## src/rtl/byte_op_ctrl_pkg.sv

```systemverilog
// Shared definitions for the byte-op sequencer: byte_manip op encodings,
// the highest legal op code, the controller state set and a legality helper.
package byte_op_ctrl_pkg;

  typedef enum logic [2:0] {
    BM_MOVL  = 3'd0,
    BM_MOVLZ = 3'd1,
    BM_MOVLS = 3'd2,
    BM_MOVH  = 3'd3,
    BM_SWPB  = 3'd4
  } bm_op_e;

  localparam logic [2:0] BM_OP_MAX = 3'd4;

  typedef enum logic [2:0] {
    ST_IDLE,
    ST_READ,
    ST_WAIT,
    ST_EXEC,
    ST_WB
  } ctrl_state_e;

  function automatic logic op_legal(input logic [2:0] op);
    return op <= BM_OP_MAX;
  endfunction

endpackage

```

## src/rtl/byte_manip.sv

```systemverilog
// Combinational 16-bit byte-manipulation unit.
// Ports:
//   i_e   enable; when low the destination value passes through unchanged
//   i_op  operation (MOVL/MOVLZ/MOVLS/MOVH/SWPB); other codes pass through
//   i_d   current destination register value
//   i_b   immediate byte (unused by SWPB)
//   o_y   result
module byte_manip
  import byte_op_ctrl_pkg::*;
(
  input  logic        i_e,
  input  logic [2:0]  i_op,
  input  logic [15:0] i_d,
  input  logic [7:0]  i_b,
  output logic [15:0] o_y
);

  always_comb begin
    o_y = i_d;
    if (i_e) begin
      case (i_op)
        BM_MOVL:  o_y = {i_d[15:8], i_b};
        BM_MOVLZ: o_y = {8'h00, i_b};
        BM_MOVLS: o_y = {8'hFF, i_b};
        BM_MOVH:  o_y = {i_b, i_d[7:0]};
        BM_SWPB:  o_y = {i_d[7:0], i_d[15:8]};
        default:  o_y = i_d;
      endcase
    end
  end

endmodule

```

## src/rtl/byte_op_ctrl.sv

```systemverilog
// Byte-op sequencer: accepts a decoded byte-op request, reads the destination
// register, runs byte_manip on it and writes the result back.
// Ports:
//   clk, rst                  clock, asynchronous active-high reset
//   req_valid/req_ready       request handshake (ready only while idle)
//   req_op/req_dst/req_byte   op code, destination index, immediate byte
//   rf_rd_en/rf_rd_addr       register-file read strobe and index
//   rf_rd_data                read data, RF_RD_LAT cycles after rf_rd_en
//   rf_wr_en/addr/data        register-file write port (addr/data hold outside WB)
//   busy                      request in flight
//   done                      one-cycle pulse on write-back
//   err                       one-cycle pulse after an illegal op is rejected
module byte_op_ctrl
  import byte_op_ctrl_pkg::*;
#(
  parameter int DATA_W    = 16,
  parameter int REG_AW    = 3,
  parameter int RF_RD_LAT = 1
) (
  input  logic              clk,
  input  logic              rst,
  input  logic              req_valid,
  output logic              req_ready,
  input  logic [2:0]        req_op,
  input  logic [REG_AW-1:0] req_dst,
  input  logic [7:0]        req_byte,
  output logic              rf_rd_en,
  output logic [REG_AW-1:0] rf_rd_addr,
  input  logic [DATA_W-1:0] rf_rd_data,
  output logic              rf_wr_en,
  output logic [REG_AW-1:0] rf_wr_addr,
  output logic [DATA_W-1:0] rf_wr_data,
  output logic              busy,
  output logic              done,
  output logic              err
);

  localparam int CNT_W = (RF_RD_LAT > 1) ? $clog2(RF_RD_LAT) : 1;
  localparam logic [CNT_W-1:0] CNT_LOAD = CNT_W'(RF_RD_LAT - 1);

  ctrl_state_e       r_state;
  ctrl_state_e       w_next;
  logic [2:0]        r_op;
  logic [REG_AW-1:0] r_dst;
  logic [7:0]        r_byte;
  logic [DATA_W-1:0] r_dst_data;
  logic [DATA_W-1:0] r_result;
  logic [REG_AW-1:0] r_wr_addr;
  logic [CNT_W-1:0]  r_cnt;
  logic              r_err;
  logic              w_xfer;
  logic              w_accept;
  logic              w_illegal;
  logic              w_rd_last;
  logic [DATA_W-1:0] w_manip;

  assign w_xfer    = req_valid && (r_state == ST_IDLE);
  assign w_accept  = w_xfer && op_legal(req_op);
  assign w_illegal = w_xfer && !op_legal(req_op);
  assign w_rd_last = (r_state == ST_WAIT) && (r_cnt == '0);

  always_ff @(posedge clk or posedge rst) begin
    if (rst) r_state <= ST_IDLE;
    else     r_state <= w_next;
  end

  always_comb begin
    w_next    = r_state;
    req_ready = 1'b0;
    rf_rd_en  = 1'b0;
    rf_wr_en  = 1'b0;
    busy      = 1'b1;
    done      = 1'b0;
    case (r_state)
      ST_IDLE: begin
        req_ready = 1'b1;
        busy      = 1'b0;
        if (w_accept) w_next = ST_READ;
      end
      ST_READ: begin
        rf_rd_en = 1'b1;
        w_next   = ST_WAIT;
      end
      ST_WAIT: if (r_cnt == '0) w_next = ST_EXEC;
      ST_EXEC: w_next = ST_WB;
      ST_WB: begin
        rf_wr_en = 1'b1;
        done     = 1'b1;
        w_next   = ST_IDLE;
      end
      default: w_next = ST_IDLE;
    endcase
  end

  // Write address is snapshotted with the result so both hold their
  // last written values while idle, independent of later requests.
  always_ff @(posedge clk or posedge rst) begin
    if (rst) begin
      r_op       <= '0;
      r_dst      <= '0;
      r_byte     <= '0;
      r_dst_data <= '0;
      r_result   <= '0;
      r_wr_addr  <= '0;
      r_cnt      <= '0;
      r_err      <= 1'b0;
    end else begin
      r_err <= w_illegal;
      if (w_accept) begin
        r_op   <= req_op;
        r_dst  <= req_dst;
        r_byte <= req_byte;
      end
      if (r_state == ST_READ)
        r_cnt <= CNT_LOAD;
      else if ((r_state == ST_WAIT) && (r_cnt != '0))
        r_cnt <= r_cnt - CNT_W'(1);
      if (w_rd_last)
        r_dst_data <= rf_rd_data;
      if (r_state == ST_EXEC) begin
        r_result  <= w_manip;
        r_wr_addr <= r_dst;
      end
    end
  end

  byte_manip u_byte_manip (
    .i_e  (1'b1),
    .i_op (r_op),
    .i_d  (r_dst_data),
    .i_b  (r_byte),
    .o_y  (w_manip)
  );

  assign rf_rd_addr = r_dst;
  assign rf_wr_addr = r_wr_addr;
  assign rf_wr_data = r_result;
  assign err        = r_err;

endmodule
```

## config.mk

```make
export PLATFORM = sky130hd
export DESIGN_NAME = byte_op_ctrl
export DESIGN_NICKNAME = d
export VERILOG_FILES = /design/src/rtl/byte_op_ctrl_pkg.sv /design/src/rtl/byte_manip.sv /design/src/rtl/byte_op_ctrl.sv
export SDC_FILE = /design/constraint.sdc
export NUM_CORES = 1
export LEC_CHECK = 0
export BUFFER_PORTS_ARGS = -buffer_cell sky130_fd_sc_hd__buf_2
export CAP_MARGIN = 20
export CORE_MARGIN = 2
export CORE_UTILIZATION = 55
export CTS_CLUSTER_SIZE = 24
export DETAILED_ROUTE_END_ITERATION = 16
export HOLD_SLACK_MARGIN = 0.02
export PLACE_DENSITY = 0.83
export SLEW_MARGIN = 10
export SYNTH_ARGS = -nofsm -noshare
export SYNTH_HDL_FRONTEND = slang
export SYNTH_SLANG_ARGS = --single-unit
```

## constraint.sdc

```tcl
create_clock -name clk -period 3.11 [get_ports clk]
set_clock_uncertainty 0.15 [all_clocks]
set_input_delay 0.4665 -clock clk [delete_from_list [all_inputs] [get_ports clk]]
set_output_delay 0.4665 -clock clk [all_outputs]
set_load 0.05 [all_outputs]
```

==> flow_summary.ini <==
[synth]
synth_cell_type_count = 33
yosys.area.top_type = dfrtp_1
ys_seq_elements = 54
yosys_warnings = 0
ys_seq_area_frac = 0.535
netlist_area_um2 = 2520
ys_top_cells_by_area = dfrtp_1 (54%), mux2_2 (7.6%), nand2_1 (4.9%)
synthArstFlopShare = 1.00
syn-instance-count = 227
synthFlopType = dfrtp_1
synth_top_area_frac = 0.535
mappedNetlistNets = 260
synth_most_common_cell = dfrtp_1
synth_common_cells = dfrtp_1 (54), nand2_1 (33), o21ai_0 (23), mux2_2 (17), inv_1 (12)
syn-mean-instance-area_um2 = 11.1
synth_edf_count = 0

[global_routing]
track_usage = 0.222
grt_pass1_vias = 1844
antenna_found_initial = 0
grt_max_degree = 36
grt_pass1_wl_mm = 8.83
gr-total-overflow = 0

[sta]
max_slew_margin = 0.503
period_share = 0.658
setup_viol_count_final = 0
slew_viol_final = 0
rsz0062_at_grt = no
tightestPinTransition_ps = 745
setup_ws_ps = 1060
hold_viol_final = 0
hold_ws_ps = 205
clock.fmax_ghz = 0.488
finalSetupTns_ps = 0
period_needed_ps = 2050

[detailed_routing]
via_count = 1932
ant_nets = 0
drt_first_pass_iters = 4
routed_wl_mm = 5.20
routedWlPerCell_um = 15.6
highest_layer = met4
drt_first_iter_violations = 142
m1WireLength_mm = 2.35
met3_length_um = 350
viasPerCell = 5.80
drc = 0
wl_met2_mm = 2.43

[layout]
layout-drive-gt1-share = 0.338
fin_nets = 314
register_area_um2 = 1350
design_area_um2 = 2930
multi_input_area_um2 = 1030
syn2layout_area_growth_pct = 16.2
fillCellCount = 366
n_antenna_cell = 0

[clock_network]
cts.sinks = 54
clk_pin_slew_ps = 90
cts_root_buf = clkbuf_8
clock_latency_ps = 300
clockBufferDepth = 2
tritoncts = done
cts_resized = 0
cts_max_level = 2
cts_buffers = 5

[setup_path]
cp_max_fo = 6
path_class = reg -> out
cp.arrival_ps = 1430
worstSetupEndpointType = primary output
worst_ep_required_time_ps = 2490
start_kind = flop

[power_and_ir_drop]
vdd_drop_max_mv = 0.626
netSwitchingFraction = 0.476
p_comb_frac = 0.485
leakagePower_uw = 0.00140
switching_power_uw = 1750
seqPwrFrac = 0.385
clkPwrFrac = 0.129
power_density_nw_per_um2 = 1250
p_int_uw = 1930

[placement]
portBuffers = 60
place_hpwl_mm = 3.66
place_congestion = 0.807
post-place-ws_ps = 1170
placed_cell_area_um2 = 2810

[floorplanning]
die_y_um = 71.8
rows = 24
design.portCount = 61
coreArea_um2 = 4380
die_w_um = 71.8
dieArea_um2 = 5150
start_util = 0.576

[min_path]
hold_class = in -> reg

[outcome]
status = complete, no violations

[run]
max_cap_violations = 0
registers in the layout, summed over array words and instances (netlist names):
register    cells
r_dst_data     16
rf_wr_data     16
r_byte          8
r_op            3
r_state         3
rf_rd_addr      3
rf_wr_addr      3
err             1
r_cnt           1
stage by stage:
step	utilization	power, uW	std cells
2_1_floorplan	-	2830	227
3_3_place_gp	0.641	3170	325
3_5_place_dp	0.641	3210	325
4_1_cts	0.669	3700	333
5_1_grt	0.669	3920	333
6_report	0.669	3680	333
per-layer routing:
layer	up-vias	global-route usage
met5	-	0
met4	0	0.0671
met3	9	0.0549
met2	58	0.346
met1	950	0.310
li1	915	-
placed cells by master, fill, tap and decap left out, drive strengths merged, types with 8 or more instances in the layout:
master / count
buf: 63
dfrtp: 54
nand2: 33
o21ai: 24
mux2: 22
inv: 12
nand2b: 8
o221ai: 8
cell families after synthesis:
logic type               after synthesis  synth area share
buffers and inverters                 29            0.0580
XOR/XNOR                               1           0.00347
AND/OR/NAND/NOR                       62             0.138
flip-flops                            54             0.535
AO/OA/AOI/OAI                         58             0.163
adder cells (fa/ha/maj)                1           0.00396
multiplexers                          22            0.0981
timing repair:
| item | 4_1_cts | 5_1_grt |
|---|---|---|
| endpoints found under the hold margin | 19 | 0 |
| hold buffers | 1 | 0 |
| buffers inserted | 0 | 0 |
worst max-delay path, cell delays in order (launching register included):
cell and delay (ps):
dfrtp_1 500, nor3_4 310, buf_2 310
worst paths after layout:
| check | startpoint | cells past startpoint | end | slack, ps |
|---|---|---|---|---|
| worst max-delay path | r_state[2]$_DFFE_PP0P_ | 2 | req_ready | 1060 |
| worst min-delay path | rf_rd_data[1] | 3 | r_dst_data[1]$_DFFE_PP0P_ | 200 |
| worst max register to register | r_op[2]$_DFFE_PP0P_ | 3 | rf_wr_data[2]$_DFFE_PP0P_ | 1110 |
| worst min register to register | rf_wr_addr[0]$_DFFE_PP0P_ | 2 | rf_wr_addr[0]$_DFFE_PP0P_ | 330 |
| max in group asynchronous | rst | 4 | r_dst_data[14]$_DFFE_PP0P_ | 1490 |
| min in group asynchronous | rst | 3 | rf_wr_data[7]$_DFFE_PP0P_ | 540 |
cell type report:
class                           instances  area share
Sequential cell                        54       0.461
Multi-Input combinational cell        144       0.350
Timing Repair Buffer                   64       0.113
Clock buffer                            6      0.0281
Tap cell                               52      0.0222
Inverter                               12      0.0154
Clock inverter                          1      0.0102
power by group through the flow:
stage	registers (uW)	logic [uW]	clock network (uW)
after floorplan	1690	1130	0
after global placement	1400	1760	0
after detailed placement	1420	1800	0
after CTS	1410	1800	488
after global routing	1470	1940	508
final	1420	1780	476
No activity file was read; power rests on OpenSTA's default activity.
